[src/rtl/mux4_rr_arbiter.sv]
// rtl/mux4_rr_arbiter.sv - round-robin arbiter for a shared 4:1-muxed resource
// Holds a grant until done, request withdrawal or timeout, then inserts a one-cycle gap.
module mux4_rr_arbiter #(
  parameter int TIMEOUT = 16
) (
  input  logic       clk,
  input  logic       rst_n,
  input  logic [3:0] req,
  input  logic       done,
  output logic [3:0] grant,
  output logic [1:0] sel,
  output logic       busy,
  output logic       timeout
);

  typedef enum logic [1:0] {
    IDLE  = 2'd0,
    GRANT = 2'd1,
    GAP   = 2'd2
  } state_t;

  localparam logic [7:0] CNT_LAST = 8'(TIMEOUT - 1);

  state_t     state;
  logic [1:0] ptr;
  logic [7:0] cnt;

  logic       found;
  logic [1:0] win;
  logic [1:0] scan;
  logic       owner_req;
  logic       at_limit;
  logic       release_now;

  // Scan starting at ptr; the first requester found wins.
  always_comb begin
    found = 1'b0;
    win   = ptr;
    scan  = ptr;
    for (int k = 0; k < 4; k++) begin
      scan = ptr + 2'(k);
      if (!found && req[scan]) begin
        found = 1'b1;
        win   = scan;
      end
    end
  end

  assign owner_req   = req[sel];
  assign at_limit    = (cnt == CNT_LAST);
  assign release_now = done || !owner_req || at_limit;

  always_ff @(posedge clk or negedge rst_n) begin
    if (!rst_n) begin
      state   <= IDLE;
      grant   <= 4'b0000;
      sel     <= 2'b00;
      busy    <= 1'b0;
      timeout <= 1'b0;
      ptr     <= 2'b00;
      cnt     <= 8'd0;
    end else begin
      timeout <= 1'b0;
      case (state)
        GRANT: begin
          if (release_now) begin
            state   <= GAP;
            grant   <= 4'b0000;
            busy    <= 1'b0;
            ptr     <= sel + 2'd1;
            // done and a dropped request both count as normal completion
            timeout <= at_limit && !done && owner_req;
          end else begin
            cnt <= cnt + 8'd1;
          end
        end
        default: begin
          if (found) begin
            state <= GRANT;
            grant <= 4'b0001 << win;
            sel   <= win;
            busy  <= 1'b1;
            cnt   <= 8'd0;
          end else begin
            state <= IDLE;
            grant <= 4'b0000;
            busy  <= 1'b0;
          end
        end
      endcase
    end
  end

endmodule

[config.mk]
export PLATFORM = sky130hd
export DESIGN_NAME = mux4_rr_arbiter
export DESIGN_NICKNAME = d
export VERILOG_FILES = /design/src/rtl/mux4_rr_arbiter.sv
export SDC_FILE = /design/constraint.sdc
export NUM_CORES = 1
export LEC_CHECK = 0
export ABC_CLOCK_PERIOD_IN_PS = 3700
export BUFFER_PORTS_ARGS = -buffer_cell sky130_fd_sc_hd__buf_2
export CAP_MARGIN = 25
export CORE_MARGIN = 2
export CORE_UTILIZATION = 40
export DETAILED_ROUTE_END_ITERATION = 10
export PLACE_DENSITY = 0.68
export RECOVER_POWER = 25
export SYNTH_ARGS = -nofsm -noshare
export SYNTH_HDL_FRONTEND = slang
export SYNTH_SLANG_ARGS = --single-unit
[constraint.sdc]
create_clock -name clk -period 3.7 [get_ports clk]
set_input_delay 1.11 -clock clk [delete_from_list [all_inputs] [get_ports clk]]
set_output_delay 1.11 -clock clk [all_outputs]
set_load 0.05 [all_outputs]
# After elaboration in Yosys (flattened, before gate mapping)
# Index checks and enable logic that the tools add are counted.
[word_totals] mem_bits_ro=0 elab_cells=70 latchBits=0 output_inout_bits=8 inputBits=7 ramBits=0 n_memories=0 ff_bits=20
[op_classes] multipliers=0 addsub=5 bitwise=1 div_mod_pow=0 n_eq_ne=4 muxes=31 magnitude_cmp=5 reduce_logical=16 shifts=1
[op_table] op="$mux 8" n=3
[op_table] op="$lt 2x3->1 const B" n=5
[op_table] op="$mux 1" n=15
[op_table] op="$mux 4" n=3
[op_table] op="$bmux 1 s2" n=5
[op_table] op="$mux 2" n=5
[op_table] op="$add 8x1->8 const B" n=1
[op_table] op="$eq 8x4->1 const B" n=1
[op_table] op="$reduce_and 2->1" n=3
[op_table] op="$logic_and 1x1->1" n=5
[op_table] op="$logic_not 1->1" n=5
[op_table] op="$add 2x1->2 const B" n=2
[op_table] op="$add 2x2->2 const B" n=2
[op_table] op="$ne 2x2->1 const B" n=2
[op_table] op="$shl 1x2->4 const A" n=1
[op_table] op="$eq 2x1->1 const B" n=1
[op_table] op="$logic_or 1x1->1" n=2
[op_table] op="$reduce_bool 2->1" n=1
[op_table] op="$not 1->1" n=1

# Logic depth before layout (Yosys ltp)
# Gate-level depths: netlist of run 1.
[logic_depth] depth_word=15 mapped_depth=5 ltp_nobuf=5

# Worst setup path after synthesis of run 1
# OpenSTA, ideal clock, no wires.
[synth_timing] path_kind="input-to-reg" from="input port done" to="register cnt[7]" t_arrival_ns=2.319 setup_ns=0.140 path_buffers=1 cell_stages=5 required_time_ns=3.560 path_slack_ns=1.242 cell_sequence="or4b_4 > o32a_1 > buf_2 > o311ai_0 > o41ai_1"
[synth_between] elab_chain_cells=4
[synth_rtl] element="start: declaration" line="9" source="input logic done,"
[synth_rtl] element="$logic_or 1x1->1 (2 in series)" line="51" source="assign release_now = done || !owner_req || at_limit;"
[synth_rtl] element="$ne 2x2->1 (no line)"
[synth_rtl] element="$reduce_and 2->1 (no line)"
[synth_rtl] element="end signal: assignment" line="74" source="cnt <= cnt + 8'd1;"
[synth_rtl] element="end: declaration" line="26" source="logic [7:0] cnt;"
# No other way between the ends.
# A chain may end at the register's enable or synchronous reset.

# Worst setup path after layout of run 1
[layout_timing] from="input port done" to="register cnt[3]"
# Same word-level chain as after synthesis.

==> flow_summary.toml, run 1 <==
[routing]
wl_met3_um = 45
ant_nets = 0
drc = 0
route.met2.wl_um = 883
drt-initial-drc-count = 10
via_per_inst = 5.59
met1_length_um = 970
first_pass_iters = 4
wl_per_cell_um = 13.6
top_layer_used = "met4"
routed_wl_um = 1940
vias = 800

[clock_tree]
clk_pin_slew_worst_paths_ns = 0.11
clock_latency_ns = 0.31
cts_resized = 0
tritoncts = "built"
cts-root-buf = "clkbuf_4"
post_cts.repair.setup_buffers = 0
numCtsBuffers = 3
postCtsHoldBufs = 0
htreeDepth = 1
cts.sinks = 19
cts_buffer_depth = 2

[placement]
gp_routability_congestion = 0.817
io_buffers = 14
dp_hpwl_um = 1420

[worst_hold_path]
hp-start = "cnt[7]"
min_to = "cnt[7]"
worstHoldPathCells = 1
min_path_type = "reg -> reg"

[logic_synthesis]
syn_nets = 106
ys_ff_latch = 19
synth_area_um2 = 977
yosys_warnings = 0
synthFlopType = "dfrtp_1"
avgSynthCellArea_um2 = 9.97
seq_area_frac_synth_pct = 48.7
synthArstFlopShare_pct = 100
synth.distinct_cells = 34
syn_inst = 98
synth-edff-count = 0

[setup_path]
reg2reg_slack_ns = 1.61
arrival_ns = 2.69
r2r.worst_path.cells = 4
endpoint_kind = "flop"
r2r-start = "sel[0]"
cp_max_fo = 11
startpoint_type = "input port"
worst-setup-path-type = "in -> reg"
required_ns = 3.94
r2r_end = "cnt[3]"

[sta]
report.final.slew_viol_count = 0
slew_headroom_pct = 32.1
fin_crit_sh_pct = 66.2
rsz0062_at_grt = "false"
setup_tns_ns = 0
tightest_slew_ns = 1.02
clock_skew_ns = 0.00720
clock.fmax_mhz = 408
hold_viol = 0
finalSetupViolCount = 0
period_needed_ns = 2.45

[cells_and_area]
fill_cells = 234
multi_input_area_um2 = 489
antenna_cells = 0
regArea_um2 = 475
fin_nets = 124
final_core_utilization_pct = 48.9
drive_above_1_share_pct = 18.3
area_growth_pct = 12.9

[global_routing]
grt_pass1_vias = 770
overflow = 0
grt_max_degree = 20
antenna_found_initial = 0
grtUsageTotal_pct = 16.3
grt_pass1_wl_um = 3310

[floorplanning]
rows = 17
core_area_um2 = 2250
initial_core_util_pct = 43.3
die_w_um = 53.4
die_area_um2 = 2850
die_h_um = 53.4
io_pins = 15

[power]
power.leakage_nw = 0.507
ir_drop_mv = 0.370
power.density_nw_per_um2 = 763

[flow_run]
drv_cap = 0

[run_status]
status = "completed"
==> placed cells by master, fill, tap and decap left out, types with 2 or more instances in the layout <==
| master | n |
|---|---|
| nor2_1 | 3 |
| buf_2 | 13 |
| mux2i_1 | 5 |
| nand3_1 | 7 |
| o2bb2ai_1 | 2 |
| dfrtp_1 | 19 |
| or3_1 | 2 |
| nor2b_1 | 2 |
| and3_1 | 2 |
| nand2b_1 | 4 |
| o21ai_0 | 9 |
| a22o_1 | 2 |
| inv_1 | 2 |
| a21oi_1 | 5 |
| nand2_1 | 10 |
| or4_1 | 2 |
| or2_2 | 2 |
| and2_1 | 2 |
| clkbuf_4 | 3 |
| o31ai_1 | 2 |
==> worst max-delay path by stage <==
stage              to  startpoint  slack (ns)  cells after the start
5_1_grt        cnt[3]        done        1.15                      5
3_5_place_dp   cnt[3]        done        0.93                      5
4_1_cts        cnt[3]        done        1.26                      5
3_3_place_gp   cnt[3]        done        0.99                      5
2_1_floorplan  cnt[7]        done        1.24                      5
6_report       cnt[3]        done        1.25                      5
==> registers in the layout, indices dropped and copies added, names as in the netlist <==
register and cells:
state 2, cnt 8, ptr 2, timeout 1, sel 2, grant 4
==> cell type report <==
cell class	instances	share of cell area (%)
well taps	28	3.17
flip-flops and latches	19	43.1
inverters	2	0.680
multi-input cells	76	44.3
clock inverters	1	0.454
repair buffers	14	6.24
clock buffers	3	2.04
==> layer usage <==
| metal | up-vias | GRT usage (%) |
|---|---|---|
| met5 | - | 0 |
| met4 | 0 | 8.97 |
| met3 | 5 | 2.54 |
| met2 | 10 | 24.1 |
| met1 | 384 | 22.5 |
| li1 | 401 | - |
==> through the flow <==
step | setup WS [ns] | cells | power, mW | hold slack (ns) | area (µm²)
floorplan | 1.24 | 98 | 0.638 | 0.449 | 977
CTS | 1.26 | 143 | 0.845 | 0.502 | 1100
global placement | 0.988 | 139 | 0.730 | 0.479 | 1080
detailed placement | 0.927 | 139 | 0.735 | 0.473 | 1080
global route | 1.15 | 143 | 0.897 | 0.520 | 1100
finish | 1.25 | 143 | 0.842 | 0.504 | 1100
==> Yosys cell counts, drive strengths merged, types with 2 or more instances <==
cell type	n	area share, %
and2	2	1.3
nand2b	4	2.6
nand3	7	3.6
inv	2	0.77
nor2b	2	1.3
a21oi	5	2.6
and3	2	1.3
mux2i	5	5.1
nand2	10	3.8
or2	2	1.3
or3	2	1.3
o2bb2ai	2	1.8
o31ai	2	1.5
o21ai	9	4.6
or4	2	1.5
dfrtp	19	49
nor2	3	1.2
a22o	2	1.8
==> kinds of logic after synthesis <==
logic type	count (synthesis)	synth area share, %
compound gates	29	19.7
xor+xnor	1	0.896
fa+ha+maj	1	1.28
buf+inv	3	1.28
flops	19	48.7
mux	6	6.27
simple gates	39	21.9
==> power by group <==
group	switching [mW]	internal, mW	total, mW	leakage (nW)
clock network	0.0707	0.0404	0.111	0.0177
registers	0.0571	0.269	0.326	0.249
logic	0.281	0.124	0.405	0.240
total	0.409	0.433	0.842	0.507
==> critical path, cell delays in order <==
cell and delay (ns):
buf_2 0.11, or4b_4 0.48, o32a_1 0.30, or4_1 0.54
a21oi_1 0.15
No activity file was read; power rests on OpenSTA's default activity.
==> run 2, diff against run 1 <==
--- a/config.mk
+++ b/config.mk
@@ -5,13 +5,13 @@
 export SDC_FILE = /design/constraint.sdc
 export NUM_CORES = 1
 export LEC_CHECK = 0
-export ABC_CLOCK_PERIOD_IN_PS = 3700
+export ABC_CLOCK_PERIOD_IN_PS = 2200
 export BUFFER_PORTS_ARGS = -buffer_cell sky130_fd_sc_hd__buf_2
 export CAP_MARGIN = 25
 export CORE_MARGIN = 2
 export CORE_UTILIZATION = 40
 export DETAILED_ROUTE_END_ITERATION = 10
-export PLACE_DENSITY = 0.68
+export PLACE_DENSITY = 0.7
 export RECOVER_POWER = 25
 export SYNTH_ARGS = -nofsm -noshare
 export SYNTH_HDL_FRONTEND = slang
==> constraint.sdc (replaced) <==
create_clock -name clk -period 2.2 [get_ports clk]
set_input_delay 0.66 -clock clk [delete_from_list [all_inputs] [get_ports clk]]
set_output_delay 0.66 -clock clk [all_outputs]
set_load 0.05 [all_outputs]
==> run 2 against run 1 <==
Effect of this change:
- sequential power grew 68%
- clock-buffer cell count grew 1
- combinational power grew 80%
- critical path type is now reg -> reg
- critical endpoint is now cnt[5]
==> flow_summary.toml, run 2 (synthesized netlist as in run 1, its figures left out) <==
[clock_tree]
postCtsHoldBufs = 0
post_cts.repair.setup_buffers = 0
clk_pin_slew_worst_paths_ns = 0.11
cts.sinks = 19
cts_buffer_depth = 2
clock_latency_ns = 0.30
cts_resized = 0
tritoncts = "built"
numCtsBuffers = 3
cts-root-buf = "clkbuf_4"
htreeDepth = 1

[routing]
vias = 858
drt-initial-drc-count = 15
first_pass_iters = 4
routed_wl_um = 2110
ant_nets = 0
drc = 0
wl_per_cell_um = 14.4
via_per_inst = 5.84

[global_routing]
grtUsageTotal_pct = 17.3
overflow = 0
grt_pass1_vias = 775
antenna_found_initial = 0
grt_max_degree = 20
grt_pass1_wl_um = 3480

[sta]
rsz0062_at_grt = "false"
report.final.slew_viol_count = 0
finalSetupViolCount = 0
tightest_slew_ns = 1.01
setup_slack_ns = 0.265
hold_viol = 0
clock_skew_ns = 0.00911
slew_headroom_pct = 32.3
fin_crit_sh_pct = 87.9
clock.fmax_mhz = 517
period_needed_ns = 1.93

[setup_path]
cp_max_fo = 7
worst-setup-path-type = "reg -> reg"
arrival_ns = 2.18
required_ns = 2.44
r2r.worst_path.cells = 5
endpoint_kind = "flop"
startpoint_type = "flop"

[power]
power_frac_seq_pct = 37.5
p_int_mw = 0.766
switching_share_pct = 47.6
p_switching_mw = 0.696
power.leakage_nw = 0.523
power.density_nw_per_um2 = 1290
clock_power_share_pct = 12.4
combinationalPowerShare_pct = 50.0
ir_drop_mv = 0.815

[placement]
io_buffers = 14
preCtsSetupSlack_ns = -0.00874
dp_hpwl_um = 1530
dp.cells = 143
gp_routability_congestion = 0.875

[flow_run]
drv_cap = 0

[floorplanning]
rows = 17
core_area_um2 = 2250
die_area_um2 = 2850
die_h_um = 53.4
initial_core_util_pct = 43.3
die_w_um = 53.4
io_pins = 15

[cells_and_area]
finalNonFillerCells = 147
area_growth_pct = 15.9
drive_above_1_share_pct = 20.2
layout_common_cells = "dfrtp_1 (19), buf_2 (13), nand2_1 (10)"
final_core_utilization_pct = 50.2
top_register = "cnt"
layout_commonest_cell = "dfrtp_1"
antenna_cells = 0
fin_nets = 128
top_regs = "cnt (8), grant (4)"
largest_register_ffs = 8

[run_status]
status = "completed"

[worst_hold_path]
min_path_type = "in -> async"
## run 2: changes by cell type in the layout (fill, tap and decap cells not counted), sizes merged
cell / change
buf: +4
clkinv: -1
clkbuf: +1
## run 2: stage by stage
step	TNS [ns]	total power, mW	instance area (µm²)	hold WS (ns)
after global placement	0	1.27	1110	0.475
after detailed placement	-0.0150	1.28	1110	0.474
after floorplan	0	1.07	977	0.364
final	0	1.46	1130	0.489
after global routing	0	1.57	1130	0.514
after CTS	0	1.47	1130	0.284
## run 2: worst paths after layout
path / start / end / slack [ns]
setup / recovery: sel[0] / cnt[5] / 0.27
hold / removal: rst_n / cnt[2] / 0.49
setup reg to reg: sel[0] / cnt[5] / 0.27
hold reg to reg: grant[1] / grant[1] / 0.49
max in group asynchronous: rst_n / ptr[1] / 1.09
min in group clk: grant[1] / grant[1] / 0.49
## run 2: power groups by stage
stage / Sequential (mW) / Combinational, mW / Clock (mW)
2_1_floorplan: 0.757 / 0.315 / 0
3_3_place_gp: 0.549 / 0.716 / 0
6_report: 0.549 / 0.731 / 0.182
4_1_cts: 0.546 / 0.735 / 0.187
3_5_place_dp: 0.555 / 0.728 / 0
5_1_grt: 0.565 / 0.797 / 0.203
## run 2: layer usage
layer | GRT usage [%] | vias up | wire length, µm
li1 | - | 412 | -
met1 | 24.2 | 430 | 1070
met2 | 24.1 | 12 | 949
met3 | 3.67 | 4 | 55
met4 | 9.83 | 0 | 38
met5 | 0 | - | 0
## run 2: final cells by class
type | count | area [µm²]
Tap cell | 28 | 35.0
Fill cell | 233 | 1120
Inverter | 2 | 7.51
Timing Repair Buffer | 18 | 98.8
Sequential cell | 19 | 475
Multi-Input combinational cell | 76 | 489
Clock buffer | 4 | 26.3
## run 2: critical path, cell delays in order, from the launching register on
cell,delay (ns)
dfrtp_1,0.46
or4b_4,0.54
o32a_1,0.22
buf_4,0.17
or3_1,0.34
a21oi_1,0.15
